File: config.mk
export PLATFORM = sky130hd
export DESIGN_NAME = reg_wr_merge_fpga
export DESIGN_NICKNAME = d
export VERILOG_FILES = /design/src/rtl/reg_wr_merge_fpga.sv
export SDC_FILE = /design/constraint.sdc
export NUM_CORES = 1
export LEC_CHECK = 0
export ABC_AREA = 1
export ABC_CLOCK_PERIOD_IN_PS = 6100
export CAP_MARGIN = 20
export CORE_MARGIN = 2
export CORE_UTILIZATION = 60
export DETAILED_ROUTE_END_ITERATION = 12
export PLACE_DENSITY = 0.83
export SLEW_MARGIN = 20
export SYNTH_ARGS = -nofsm -noshare
export SYNTH_HDL_FRONTEND = slang
export SYNTH_SLANG_ARGS = --single-unit
File: constraint.sdc
create_clock -name clk -period 6.1 [get_ports clk]
set_input_delay 0.915 -clock clk [delete_from_list [all_inputs] [get_ports clk]]
set_output_delay 0.915 -clock clk [all_outputs]
set_load 0.02 [all_outputs]
File: src/rtl/reg_wr_merge_fpga.sv
// Merges two register-file write ports into one block-RAM write port, queueing collisions.
// Optional macro REG_WR_MERGE_OVF_CHK_EN adds a sticky ovf output for discarded writes.
module reg_wr_merge_fpga #(
    parameter int DEPTH  = 4,
    parameter int ADDR_W = 7,
    parameter int DATA_W = 32
) (
    input  logic                       clk,
    input  logic                       rst,
    input  logic                       wr0_en,
    input  logic [ADDR_W-1:0]          wr0_addr,
    input  logic [DATA_W-1:0]          wr0_data,
    input  logic                       wr1_en,
    input  logic [ADDR_W-1:0]          wr1_addr,
    input  logic [DATA_W-1:0]          wr1_data,
    output logic                       wr_en,
    output logic [ADDR_W-1:0]          wr_addr,
    output logic [DATA_W-1:0]          wr_data,
    output logic                       busy,
`ifdef REG_WR_MERGE_OVF_CHK_EN
    output logic                       ovf,
`endif
    output logic [$clog2(DEPTH):0]     pending
);
    localparam int PTR_W = $clog2(DEPTH);
    localparam int CNT_W = PTR_W + 1;

    typedef struct packed {
        logic [ADDR_W-1:0] addr;
        logic [DATA_W-1:0] data;
    } wr_t;

    wr_t              mem [DEPTH];
    logic [PTR_W-1:0] rd_ptr, wr_ptr;
    logic [CNT_W-1:0] count, count_next, free;
    wr_t              w0, w1, issue, rem0, rem1;
    logic             issue_v, pop, rem0_v, rem1_v, acc0, acc1, drop;
    logic [1:0]       n_push;

    assign w0 = '{addr: wr0_addr, data: wr0_data};
    assign w1 = '{addr: wr1_addr, data: wr1_data};

    // NOTE: every signal gets a default first so no path leaves one unassigned (no latches).
    always_comb begin
        pop     = 1'b0;
        issue_v = 1'b0;
        issue   = w0;
        rem0_v  = 1'b0;
        rem0    = w0;
        rem1_v  = 1'b0;
        rem1    = w1;
        if (count != '0) begin
            pop     = 1'b1;
            issue_v = 1'b1;
            issue   = mem[rd_ptr];
            rem0_v  = wr0_en | wr1_en;
            rem0    = wr0_en ? w0 : w1;
            rem1_v  = wr0_en & wr1_en;
        end else if (wr0_en) begin
            issue_v = 1'b1;
            rem0_v  = wr1_en;
            rem0    = w1;
        end else if (wr1_en) begin
            issue_v = 1'b1;
            issue   = w1;
        end
        // Room left after this cycle's pop; rem1 is only valid when rem0 is.
        free       = CNT_W'(DEPTH) - count + CNT_W'(pop);
        acc0       = rem0_v && (free >= CNT_W'(1));
        acc1       = rem1_v && (free >= CNT_W'(2));
        n_push     = {1'b0, acc0} + {1'b0, acc1};
        drop       = (rem0_v & ~acc0) | (rem1_v & ~acc1);
        count_next = count - CNT_W'(pop) + CNT_W'(n_push);
    end

    // NOTE: the queue storage has no reset; occupancy and pointers alone define validity.
    always_ff @(posedge clk) begin
        if (acc0) mem[wr_ptr] <= rem0;
        if (acc1) mem[wr_ptr + PTR_W'(1)] <= rem1;
    end

    // NOTE: sequential state uses non-blocking assignments so all registers update together.
    always_ff @(posedge clk or posedge rst) begin
        if (rst) begin
            wr_en   <= 1'b0;
            wr_addr <= '0;
            wr_data <= '0;
            rd_ptr  <= '0;
            wr_ptr  <= '0;
            count   <= '0;
            busy    <= 1'b0;
        end else begin
            wr_en <= issue_v;
            if (issue_v) begin
                wr_addr <= issue.addr;
                wr_data <= issue.data;
            end
            rd_ptr <= rd_ptr + PTR_W'(pop);
            wr_ptr <= wr_ptr + PTR_W'(n_push);
            count  <= count_next;
            busy   <= count_next > CNT_W'(DEPTH - 2);
        end
    end

    assign pending = count;

`ifdef REG_WR_MERGE_OVF_CHK_EN
    always_ff @(posedge clk or posedge rst) begin
        if (rst) ovf <= 1'b0;
        else if (drop) ovf <= 1'b1;
    end

`ifndef SYNTHESIS
    always_ff @(posedge clk) begin
        if (!rst && drop)
            $warning("reg_wr_merge_fpga: write dropped, addr=%0h",
                     (rem1_v && !acc1 && acc0) ? rem1.addr : rem0.addr);
    end
`endif
`else
    logic unused_drop;
    assign unused_drop = drop;
`endif
endmodule

# Yosys cells after proc, flatten, opt, wreduce, memory -nomap -nowiden
# Memories as Yosys holds them, arrays and structs flattened.
# Cells that the tools add are included.
dict set report totals {
  latch_bits 0
  mem_bits_rw 156
  romBits 0
  mem_count 1
  ff_bits 48
}
dict set report op_classes {
  n_div 0
  n_addsub 8
  muxes 17
  shifts 0
  mul 0
  n_eq_ne 0
  order_cmp 3
  bitwise 2
  reduce_logical 3
}
# name depth word_bits read_ports rd_clocked_by_memory_dff wr line_no
set mem_list {}
lappend mem_list {mem 4 39 1 0 2 33} ;# wr_t mem [DEPTH];
# op n
set ops {}
lappend ops {{two-way mux 39 bit} 6}
lappend ops {{two-way mux 1 bit} 11}
lappend ops {{adder 3 x 1 -> 3 bit} 1}
lappend ops {{adder 3 x 2 -> 3 bit} 1}
lappend ops {{greater-or-equal comparator 3 x 1 -> 1 bit (second input constant)} 1}
lappend ops {{greater-or-equal comparator 3 x 2 -> 1 bit (second input constant)} 1}
lappend ops {{greater-than comparator 3 x 2 -> 1 bit (second input constant)} 1}
lappend ops {{nonzero test 3 bit} 1}
lappend ops {{subtractor 3 x 1 -> 3 bit} 1}
lappend ops {{subtractor 3 bit (first input constant)} 1}
lappend ops {{adder 1 x 1 -> 2 bit} 1}
lappend ops {{adder 2 x 1 -> 2 bit} 1}
lappend ops {{adder 2 x 1 -> 2 bit (second input constant)} 1}
lappend ops {{adder 2 bit} 1}
lappend ops {{logical AND 1 bit} 2}
lappend ops {{bitwise AND 1 bit} 1}
lappend ops {{OR 1 bit} 1}

# Logic depth before layout (Yosys ltp)
# Gate-level depths: netlist of the first run.
dict set report logic_depth {
  word_depth 8
  mapped_depth 17
  mapped_depth_nobuf 17
}

# Least setup slack after synthesis of the first run
# Ideal clock, no wire load.
dict set report synth_path {
  path_kind {input -> register}
  from {in wr0_en}
  to {reg busy}
  n_path_buf 3
  setup_ns 0.116
  setup_slack_ns 2.967
  stages 15
  arrival_time_ns 3.017
  path_cell_list {buf_4 -> buf_4 -> clkbuf_1 -> o21ai_0 -> nand2_1 -> nand2_1 -> inv_1 -> ha_1 -> xor2_1 -> ha_1 -> inv_1 -> fa_1 -> xor2_1 -> inv_1 -> nand2_1}
}
dict set report synth_via {
  elab_chain_len 6
  word_cells_on_any_way 10
  cone_classes {add/sub: 2; order compare: 1; mux: 3; bitwise: 2; reduce/logical: 2}
}
# item line_no
set synth_rtl {}
lappend synth_rtl {{from (decl)} 10} ;# input logic wr0_en,
lappend synth_rtl {{two-way mux 1 bit (tied with other cells)} 59} ;# end else if (wr0_en) begin
lappend synth_rtl {{two-way mux 1 bit} 52} ;# if (count != '0) begin
lappend synth_rtl {{logical AND 1 bit, on equally long branches} {69, 70}}
lappend synth_rtl {{adder 1 x 1 -> 2 bit (*)} 71} ;# n_push = {1'b0, acc0} + {1'b0, acc1};
lappend synth_rtl {{adder 3 x 2 -> 3 bit (*)} 73} ;# count_next = count - CNT_W'(pop) + CNT_W'(n_push);
lappend synth_rtl {{net count_next[2]} 35} ;# logic [CNT_W-1:0] count, count_next, free;
lappend synth_rtl {{greater-than comparator 3 x 2 -> 1 bit (*)} 101} ;# busy <= count_next > CNT_W'(DEPTH - 2);
lappend synth_rtl {{to (signal assigned)} 101}
lappend synth_rtl {{to (decl)} 19} ;# output logic busy,
# Mark *: on every way through the listed nets, which the timed path passes. The rest lies on a longest branch.
# A chain may end at the register's enable or synchronous reset.

# Worst setup path after layout of the first run
dict set report layout_path {
  from {in wr0_en}
  to {reg wr_addr[0]}
}
dict set report layout_via {
  elab_chain_len 2
  word_cells_on_any_way 4
  cone_classes {mux: 4}
}
# item line_no
set layout_rtl {}
lappend layout_rtl {{two-way mux 39 bit / two-way mux 1 bit (equally long branches)} 59}
lappend layout_rtl {{two-way mux 39 bit / two-way mux 1 bit (equally long branches)} 52}
lappend layout_rtl {{to (signal assigned)} 95} ;# wr_addr <= issue.addr;
lappend layout_rtl {{to (decl)} 17} ;# output logic [ADDR_W-1:0] wr_addr,
# Parallel ways exist; a longest one is shown, timed or not.

==> results of run 1 <==
## worst max path at each step
stage | startpoint | endpoint | slack [ns] | cells after the start
after floorplan | wr0_en | busy$_DFF_PP0_ | 2.97 | 15
after global placement | wr0_en | mem[2][32]$_DFFE_PP_ | 2.21 | 5
after detailed placement | wr0_en | mem[1][4]$_DFFE_PP_ | 2.17 | 5
after CTS | wr0_en | mem[0][5]$_DFFE_PP_ | 2.70 | 5
after global routing | wr0_en | wr_data[31]$_DFFE_PP0P_ | 2.38 | 10
final | wr0_en | wr_addr[0]$_DFFE_PP0P_ | 2.62 | 10
## layer usage
| metal | GRT usage | share of wire | vias to the layer above |
|---|---|---|---|
| li1 | - | - | 6215 |
| met1 | 0.4350 | 0.39 | 5947 |
| met2 | 0.5309 | 0.48 | 759 |
| met3 | 0.04352 | 0.11 | 99 |
| met4 | 0.1093 | 0.026 | 0 |
| met5 | 0 | 0 | - |
## registers in the layout, indices dropped and copies added (netlist names)
signal	cells
pending	3
rd_ptr	2
wr_ptr	2
busy	1
wr_addr	7
wr_en	1
mem	156
wr_data	32
## synthesized netlist by cell type, types with 2 or more instances
| cell | number | area (µm²) |
|---|---|---|
| clkbuf_1 | 103 | 386.6 |
| inv_1 | 173 | 649.4 |
| xnor2_1 | 2 | 17.52 |
| buf_2 | 26 | 130.1 |
| o21bai_1 | 39 | 292.8 |
| buf_1 | 4 | 15.01 |
| nand4_1 | 157 | 982.2 |
| ha_1 | 5 | 62.56 |
| nand3_1 | 125 | 625.6 |
| o21ai_0 | 79 | 395.4 |
| nand2_1 | 954 | 3581 |
| buf_4 | 14 | 105.1 |
| edfxtp_1 | 156 | 4684 |
| nor2_1 | 7 | 26.28 |
| xor2_1 | 5 | 43.79 |
| dfrtp_1 | 48 | 1201 |
## cells in the final DEF (no fill, tap or decap), types with 2 or more instances in the layout
master / n
nand4_1: 157
nand2_2: 4
clkbuf_1: 14
ha_1: 5
inv_1: 172
nand3_1: 121
clkbuf_16: 23
buf_16: 4
xor2_1: 5
nor2_1: 3
o21ai_0: 79
buf_12: 3
edfxtp_1: 156
buf_4: 23
xnor2_1: 2
dfrtp_1: 47
clkinv_1: 2
o21bai_1: 39
nand2_1: 949
nor2_4: 4
clkdlybuf4s50_1: 123
inv_2: 2
nand3_2: 4
## metrics by stage
stage / hold WS [ns] / instances
floorplan: 0.5429 / 1904
global placement: 0.4614 / 2184
detailed placement: 0.4641 / 2188
CTS: 0.4807 / 2229
global route: 0.4903 / 2232
finish: 0.4761 / 2232
## critical path: stages
cell,delay (ns)
buf_4,0.58
buf_4,0.64
inv_1,0.14
nand2_1,0.69
buf_4,0.45
nand2_1,0.09
nand2_1,0.08
o21bai_1,0.06
nand2_1,0.10
nand2_1,0.04
## area by class of cell
class | instances | area [µm²] | area share
clock buffer | 38 | 641.9 | 0.04199
clock inverter | 3 | 12.51 | 0.0008185
inverter | 174 | 653.1 | 0.04272
multi-input combinational | 1379 | 6163 | 0.4032
sequential | 204 | 5887 | 0.3851
tap | 280 | 350.3 | 0.02292
timing repair buffer | 154 | 1579 | 0.1033
## where the power goes
part / switching, mW / leakage (nW) / internal [mW]
registers: 0.207 / 2.02 / 2.34
clock network: 0.562 / 0.314 / 0.712
logic: 2.73 / 5.31 / 1.25
## logic make-up (layout without fill, tap and decap cells)
logic type,Yosys count,in the layout,synth area share
buf+inv,321,369,0.09730
compound gates,119,119,0.05257
other cells,1,1,0.0002829
simple gates,1246,1246,0.3951
fa+ha+maj,6,6,0.006229
xor+xnor,7,7,0.004624
flops,204,204,0.4439
==> summary.md, run 1 <==
| Metric | Value |
|---|---|
| Least-Margin Pin Slew | `1.138 ns` |
| Data required time of the worst path | `6.51 ns` |
| Fin util | `0.7027` |
| Final instance area | `15290 µm²` |
| Hold Path Depth | `2` |
| Root Driver | `clkbuf_16` |
| Violation count after the first detailed-routing iteration | `1617` |
| DR vias | `13020` |
| Hold bufs inserted after CTS | `0` |
| Startpoint Class | `input pin` |
| FF+latch count, synth | `204` |
| GPL Wtd Cong | `0.8698` |
| Longest Clk Path Bufs | `3` |
| DIE WIDTH | `152.6 µm` |
| Port Buffer Count | `125` |
| Post-Syn Instances | `1904` |
| Fmax | `287.1 MHz` |
| Postcts setup bufs | `0` |
| Ant diodes | `0` |
| Crit end category | `flip-flop` |
| Setup Crit Path Kind | `in -> reg` |
| Endpoints failing setup | `0` |
| Avg WL per Cell | `17.20 µm` |
| Clk Latency, worst-skew pair | `0.52 ns` |
| Slew HR | `0.2395` |
| Total track usage | `0.3198` |
| Seq/Total Area, Yosys | `0.4439` |
| DIE HEIGHT | `152.6 µm` |
| Vias in the first global route | `12130` |
| Critical path arrival | `3.89 ns` |
| Max Slew Vio Count | `0` |
| Gr ovfl total | `0` |
| Vias per cell | `5.833` |
| RR Startpoint | `pending[2]$_DFF_PP0_` |
| First drt pass iteration count | `6` |
| Final Total Pwr | `7.812 mW` |
| Initial core utilization | `0.6094` |
| Dpl hpwl | `22070 µm` |
| Clk_skew | `0.01149 ns` |
| Hold_sp | `wr_addr[2]$_DFFE_PP0P_` |
| Placed cell areas | `14560 µm²` |
| Fin worst setup slack | `2.617 ns` |
| R2R depth | `14` |
| CTS resizes | `0` |
| Syn Std Cell Area | `13260 µm²` |
| Cell Rows | `54` |
| Ys flop type | `edfxtp_1` |
| Crit Reg-Reg Endpoint | `busy$_DFF_PP0_` |
| Status | `finished, final reports clean` |
| Final Hold Fails | `0` |
| Synth cell types | `23` |
| Syn avg cell area | `6.963 µm²` |
| Die Area | `23300 µm²` |
| Hold Path End | `wr_addr[2]$_DFFE_PP0P_` |
| Power per cell area | `511.0 nW/µm²` |
| Syn_nets | `1992` |
| Clock sink count | `204` |
| Final wirelength | `38390 µm` |
| Clock-pin slew on the worst setup and hold paths | `0.06 ns` |
| Largest net degree at the start of global routing | `94` |
| Antenna violations before repair | `0` |
| RSZ-0062 raised after global routing | `no` |
| Critical-path maximum fanout | `93` |
| Max_cap viols | `0` |
| Fin nets | `2024` |
| Fin crit share | `0.5710` |
| CTS tree | `yes` |
| Pre-CTS WS | `2.173 ns` |
| Worst min-delay path class | `reg -> reg` |
| Core area | `21760 µm²` |
| First-pass GRT wire length | `61550 µm` |
| Post-route ant nets | `0` |
| Remaining design rule violation count | `0` |
| Fillers | `1734` |
| Ratio of cells with drive above 1 in the final layout | `0.03791` |
| Synthesis-to-finish area growth | `15.31%` |
| VDD IR max | `0.3357 mV` |
| CTS H-tree lvls | `1` |
| Final Critical Period | `3.483 ns` |
| Leak | `7.639 nW` |
| IO Count | `126` |
| Asr flop ratio synth | `0.2353` |
| Total CTS buffers | `23` |
| Flop-to-flop setup slack | `2.68 ns` |
| Fin Setup TNS | `0 ns` |
| EDFF count, synth | `156` |
| Ys Warns | `0` |
Power figures use the tool's default switching activity.
==> run 2, diff against run 1 <==
--- a/config.mk
+++ b/config.mk
@@ -6,12 +6,12 @@
 export NUM_CORES = 1
 export LEC_CHECK = 0
 export ABC_AREA = 1
-export ABC_CLOCK_PERIOD_IN_PS = 6100
+export ABC_CLOCK_PERIOD_IN_PS = 3550
 export CAP_MARGIN = 20
 export CORE_MARGIN = 2
-export CORE_UTILIZATION = 60
+export CORE_UTILIZATION = 59
 export DETAILED_ROUTE_END_ITERATION = 12
-export PLACE_DENSITY = 0.83
+export PLACE_DENSITY = 0.82
 export SLEW_MARGIN = 20
 export SYNTH_ARGS = -nofsm -noshare
 export SYNTH_HDL_FRONTEND = slang
==> constraint.sdc (replaced) <==
create_clock -name clk -period 3.55 [get_ports clk]
set_input_delay 0.5325 -clock clk [delete_from_list [all_inputs] [get_ports clk]]
set_output_delay 0.5325 -clock clk [all_outputs]
set_load 0.02 [all_outputs]
==> summary.md, run 2 (same netlist as run 1, synthesis figures left out) <==
| Metric | Value |
|---|---|
| Crit path cell chain | `nor2_1 > nand2_4 > nand2_1 > nand2_1 > nand2_1 > inv_1 > ha_1 > xor2_1 > ha_1 > inv_1 > fa_1 > xor2_1 > inv_1 > nand2_1` |
| Worst min-delay path class | `reg -> reg` |
| CTS resizes | `0` |
| Hold Path End | `wr_addr[0]$_DFFE_PP0P_` |
| Clk Latency, worst-skew pair | `0.53 ns` |
| Fin Setup TNS | `0 ns` |
| Port Buffer Count | `125` |
| Total CTS buffers | `23` |
| Status | `finished, final reports clean` |
| IO Count | `126` |
| Critical path arrival | `3.50 ns` |
| Most frequent CP cell | `nand2_1` |
| Crit Reg-Reg Endpoint | `busy$_DFF_PP0_` |
| Cell Rows | `54` |
| Leak | `7.655 nW` |
| Ant diodes | `0` |
| Die Area | `23690 µm²` |
| Setup Crit Path Kind | `reg -> reg` |
| Hold_sp | `wr_addr[0]$_DFFE_PP0P_` |
| Final Critical Period | `3.074 ns` |
| Max_cap viols | `0` |
| RSZ-0062 raised after global routing | `no` |
| Vias in the first global route | `12604` |
| Pre-CTS WS | `0.5337 ns` |
| Initial core utilization | `0.6038` |
| RR Startpoint | `pending[2]$_DFF_PP0_` |
| GPL Wtd Cong | `0.8347` |
| Fin nets | `2029` |
| VDD IR max | `0.5710 mV` |
| DR vias | `13183` |
| Max FFs per register | `156` |
| Root Driver | `clkbuf_16` |
| Violation count after the first detailed-routing iteration | `1539` |
| Fin crit share | `0.8659` |
| Startpoint Class | `flip-flop` |
| First-pass GRT wire length | `63660 µm` |
| Top Registers | `mem (156), wr_data (32), wr_addr (7)` |
| Sequential Area | `5888 µm²` |
| CTS H-tree lvls | `1` |
| Postcts setup bufs | `0` |
| Synthesis-to-finish area growth | `15.50%` |
| Hold bufs inserted after CTS | `0` |
| Fmax | `325.3 MHz` |
| Avg WL per Cell | `17.86 µm` |
| Largest register by flop count | `mem` |
| Data required time of the worst path | `3.97 ns` |
| Clk_skew | `0.01603 ns` |
| Gr ovfl total | `0` |
| Total track usage | `0.3353` |
| Crit end category | `flip-flop` |
| Clock sink count | `204` |
| Clock-pin slew on the worst setup and hold paths | `0.06 ns` |
| CTS tree | `yes` |
| Final Hold Fails | `0` |
| Hold Path Depth | `2` |
| Most frequent cells in the layout | `nand2_1, inv_1, nand4_1` |
| Post-route ant nets | `0` |
| Longest Clk Path Bufs | `3` |
| Max Slew Vio Count | `0` |
| Least-Margin Pin Slew | `1.042 ns` |
| Endpoints failing setup | `0` |
| Largest net degree at the start of global routing | `118` |
| Slew HR | `0.3056` |
| Flop-to-flop setup slack | `0.48 ns` |
| First drt pass iteration count | `6` |
| Commonest non-fill, non-tap cell in the layout | `nand2_1` |
| Remaining design rule violation count | `0` |
| Critical path's slowest cell | `dfrtp_1` |
| Multi-input gate area | `6166 µm²` |
| Vias per cell | `5.891` |
| DIE HEIGHT | `153.9 µm` |
| Critical-path maximum fanout | `30` |
| Fin worst setup slack | `0.4759 ns` |
| DIE WIDTH | `153.9 µm` |
| Ratio of cells with drive above 1 in the final layout | `0.04801` |
| Power per cell area | `881.5 nW/µm²` |
| Fillers | `1698` |
| Final wirelength | `39960 µm` |
| Antenna violations before repair | `0` |
| R2R depth | `14` |
| Dpl hpwl | `22830 µm` |
| Core area | `21960 µm²` |
| CP peak stage delay | `0.44 ns` |
[run 2: how the worst max path moves through the flow]
stage	from	endpoint	slack [ns]	cells past startpoint
final	pending[2]$_DFF_PP0_	busy$_DFF_PP0_	0.48	14
after global routing	pending[2]$_DFF_PP0_	busy$_DFF_PP0_	0.27	14
after CTS	pending[2]$_DFF_PP0_	busy$_DFF_PP0_	0.46	14
after detailed placement	pending[2]$_DFF_PP0_	busy$_DFF_PP0_	0.53	14
after global placement	pending[2]$_DFF_PP0_	busy$_DFF_PP0_	0.65	14
after floorplan	wr0_en	busy$_DFF_PP0_	0.80	15
[run 2: final cells by class]
class / instances / area share
multi-input cells: 1379 / 0.4027
flip-flops and latches: 204 / 0.3845
repair buffers: 159 / 0.1000
inverters: 174 / 0.04265
clock buffers: 25 / 0.03873
well taps: 280 / 0.02288
clock inverters: 17 / 0.008498
[run 2: worst max-delay path, delay by kind of cell, from the launching register on]
kind	cells	cell delay, ns
XOR/XNOR	2	0.35
AND/OR/NAND/NOR	6	1.13
adder cells (fa/ha/maj)	3	0.88
buffers and inverters	3	0.15
flip-flops	1	0.44
[run 2: stage by stage]
step	hold slack (ns)	util	instances	power (mW)	cell area [µm²]
final	0.4766	0.6973	2238	13.50	15310
after global routing	0.4959	0.6973	2238	14.35	15310
after CTS	0.4800	0.6970	2238	13.40	15300
after detailed placement	0.4650	0.6640	2196	11.04	14580
after global placement	0.4607	0.6640	2196	10.82	14580
after floorplan	0.5429	-	1904	8.770	13260
[run 2: power by group]
group          internal [mW]  switching, mW  total, mW
sequential              4.03          0.342       4.37
combinational           2.08           4.73       6.80
clock                   1.29           1.03       2.32
total                   7.39           6.10       13.5
[run 2: routing by layer]
layer / part of all wire / global-route usage
met1: 0.36 / 0.4129
met3: 0.11 / 0.05496
met4: 0.040 / 0.1727
met2: 0.49 / 0.5723
met5: 0 / 0
==> run 3, diff against run 2 <==
--- a/config.mk
+++ b/config.mk
@@ -7,9 +7,9 @@
 export LEC_CHECK = 0
 export ABC_AREA = 1
 export ABC_CLOCK_PERIOD_IN_PS = 3550
-export CAP_MARGIN = 20
 export CORE_MARGIN = 2
 export CORE_UTILIZATION = 59
+export CTS_CLUSTER_SIZE = 24
 export DETAILED_ROUTE_END_ITERATION = 12
 export PLACE_DENSITY = 0.82
 export SLEW_MARGIN = 20
==> summary.md, run 3 (same netlist as run 1, synthesis figures left out) <==
| Metric | Value |
|---|---|
| Top Registers | `mem (156), wr_data (32), wr_addr (7)` |
| Max_cap viols | `0` |
| Crit path max-delay family | `simple AND/OR/NAND/NOR gates` |
| CTS H-tree lvls | `1` |
| Antenna violations before repair | `0` |
| VDD IR max | `0.5389 mV` |
| Synthesis-to-finish area growth | `14.85%` |
| DIE WIDTH | `153.9 µm` |
| Fmax | `327.5 MHz` |
| R2R depth | `14` |
| Slew HR | `0.2921` |
| IO Count | `126` |
| Flop-to-flop setup slack | `0.50 ns` |
| Max Slew Vio Count | `0` |
| Buffers and inverters on the worst path | `3` |
| CP peak stage delay | `0.43 ns` |
| Port Buffer Count | `125` |
| Leak | `7.624 nW` |
| Dpl hpwl | `22830 µm` |
| DIE HEIGHT | `153.9 µm` |
| CTS resizes | `0` |
| Post-route ant nets | `0` |
| Int Power | `7.285 mW` |
| Final Critical Period | `3.054 ns` |
| Switch Pwr | `6.002 mW` |
| DR vias | `13176` |
| Clock sink count | `204` |
| Pre-CTS WS | `0.5337 ns` |
| Avg WL per Cell | `17.85 µm` |
| Fin crit share | `0.8602` |
| Longest Clk Path Bufs | `3` |
| Clock share of power | `0.159` |
| Clk_skew | `0.005946 ns` |
| Crit Reg-Reg Endpoint | `busy$_DFF_PP0_` |
| Critical path arrival | `3.45 ns` |
| Gate power share | `0.512` |
| Status | `finished, final reports clean` |
| Violation count after the first detailed-routing iteration | `1517` |
| Remaining design rule violation count | `0` |
| Root Driver | `clkbuf_16` |
| Endpoints failing setup | `0` |
| Hold Path Depth | `2` |
| Clock-pin slew on the worst setup and hold paths | `0.06 ns` |
| Commonest non-fill, non-tap cell in the layout | `nand2_1` |
| Hold bufs inserted after CTS | `0` |
| Cell Rows | `54` |
| Power per cell area | `872.6 nW/µm²` |
| Setup Crit Path Kind | `reg -> reg` |
| Largest register by flop count | `mem` |
| Gr ovfl total | `0` |
| Sw Share | `0.4517` |
| Largest net degree at the start of global routing | `118` |
| Fin Setup TNS | `0 ns` |
| Initial core utilization | `0.6038` |
| Crit end category | `flip-flop` |
| Flop pwr share | `0.329` |
| Critical-path maximum fanout | `30` |
| Fin worst setup slack | `0.4962 ns` |
| Startpoint Class | `flip-flop` |
| Total CTS buffers | `23` |
| Hold_sp | `wr_data[0]$_DFFE_PP0P_` |
| Ratio of cells with drive above 1 in the final layout | `0.04248` |
| Most frequent cells in the layout | `nand2_1, inv_1, nand4_1` |
| Total track usage | `0.3324` |
| Max FFs per register | `156` |
| Fillers | `1719` |
| Vias in the first global route | `12473` |
| Critical path's slowest cell | `dfrtp_1` |
| First-pass GRT wire length | `63400 µm` |
| Crit path cell chain | `nor2_1 > nand2_4 > o21ai_0 > nand2_1 > nand2_1 > inv_1 > ha_1 > xor2_1 > ha_1 > inv_1 > fa_1 > xor2_1 > inv_1 > nand2_1` |
| Core area | `21960 µm²` |
| Final Hold Fails | `0` |
| Worst min-delay path class | `reg -> reg` |
| Data required time of the worst path | `3.95 ns` |
| Least-Margin Pin Slew | `1.062 ns` |
| GPL Wtd Cong | `0.8347` |
| CTS tree | `yes` |
| Postcts setup bufs | `0` |
| Die Area | `23690 µm²` |
| Ant diodes | `0` |
| Vias per cell | `5.898` |
| RR Startpoint | `pending[2]$_DFF_PP0_` |
| First drt pass iteration count | `7` |
| Hold Path End | `wr_data[0]$_DFFE_PP0P_` |
| Clk Latency, worst-skew pair | `0.51 ns` |
| Final wirelength | `39870 µm` |
| RSZ-0062 raised after global routing | `no` |
| Fin nets | `2029` |
[run 3: changes by cell type in the layout (fill, tap and decap cells not counted)]
cell / delta
clkbuf_1: +7
inv_6: -2
clkbuf_8: -1
clkinv_2: -1
bufinv_16: -1
clkinv_4: -1
clkinvlp_4: -5
[run 3: worst max path at each step]
stage / cells past startpoint / start / end
finish: 14 / pending[2]$_DFF_PP0_ / busy$_DFF_PP0_
global route: 14 / pending[2]$_DFF_PP0_ / busy$_DFF_PP0_
CTS: 14 / pending[2]$_DFF_PP0_ / busy$_DFF_PP0_
detailed placement: 14 / pending[2]$_DFF_PP0_ / busy$_DFF_PP0_
global placement: 14 / pending[2]$_DFF_PP0_ / busy$_DFF_PP0_
floorplan: 15 / wr0_en / busy$_DFF_PP0_
[run 3: layout make-up]
cell class	count	area, µm²	area share
Clock buffer	31	605.6	0.03977
Clock inverter	7	31.28	0.002054
Inverter	174	653.1	0.04290
Multi-Input combinational cell	1379	6166	0.4050
Sequential cell	204	5888	0.3867
Tap cell	280	350.3	0.02301
Timing Repair Buffer	159	1531	0.1006
[run 3: power groups by stage]
stage               Combinational [mW]  Sequential [mW]  Clock (mW)
global placement                  6.46             4.37           0
floorplan                         4.09             4.68           0
global route                      7.46             4.46        2.21
finish                            6.80             4.37        2.12
CTS                               6.70             4.37        2.12
detailed placement                6.64             4.41           0
[run 3: worst min-delay path, cell delays in order, from the launching register on]
cell and delay (ns):
dfrtp_1 0.34, nand2_1 0.05, nand2_1 0.05
[run 3: routing by layer]
layer / vias up / GRT usage / part of all wire
li1: 6229 / - / -
met1: 5954 / 0.4169 / 0.36
met2: 854 / 0.5742 / 0.49
met3: 139 / 0.04932 / 0.11
met4: 0 / 0.1469 / 0.041
met5: - / 0 / 0
[run 3: metrics by stage]
stage                     power [mW]  cells  utilization  instance area, µm²  hold slack (ns)
after floorplan                8.770   1904            -               13260           0.5429
final                          13.29   2234       0.6934               15230           0.4761
after detailed placement       11.04   2196       0.6640               14580           0.4650
after CTS                      13.19   2234       0.6930               15220           0.4801
after global routing           14.13   2234       0.6934               15230           0.4952
after global placement         10.82   2196       0.6640               14580           0.4607
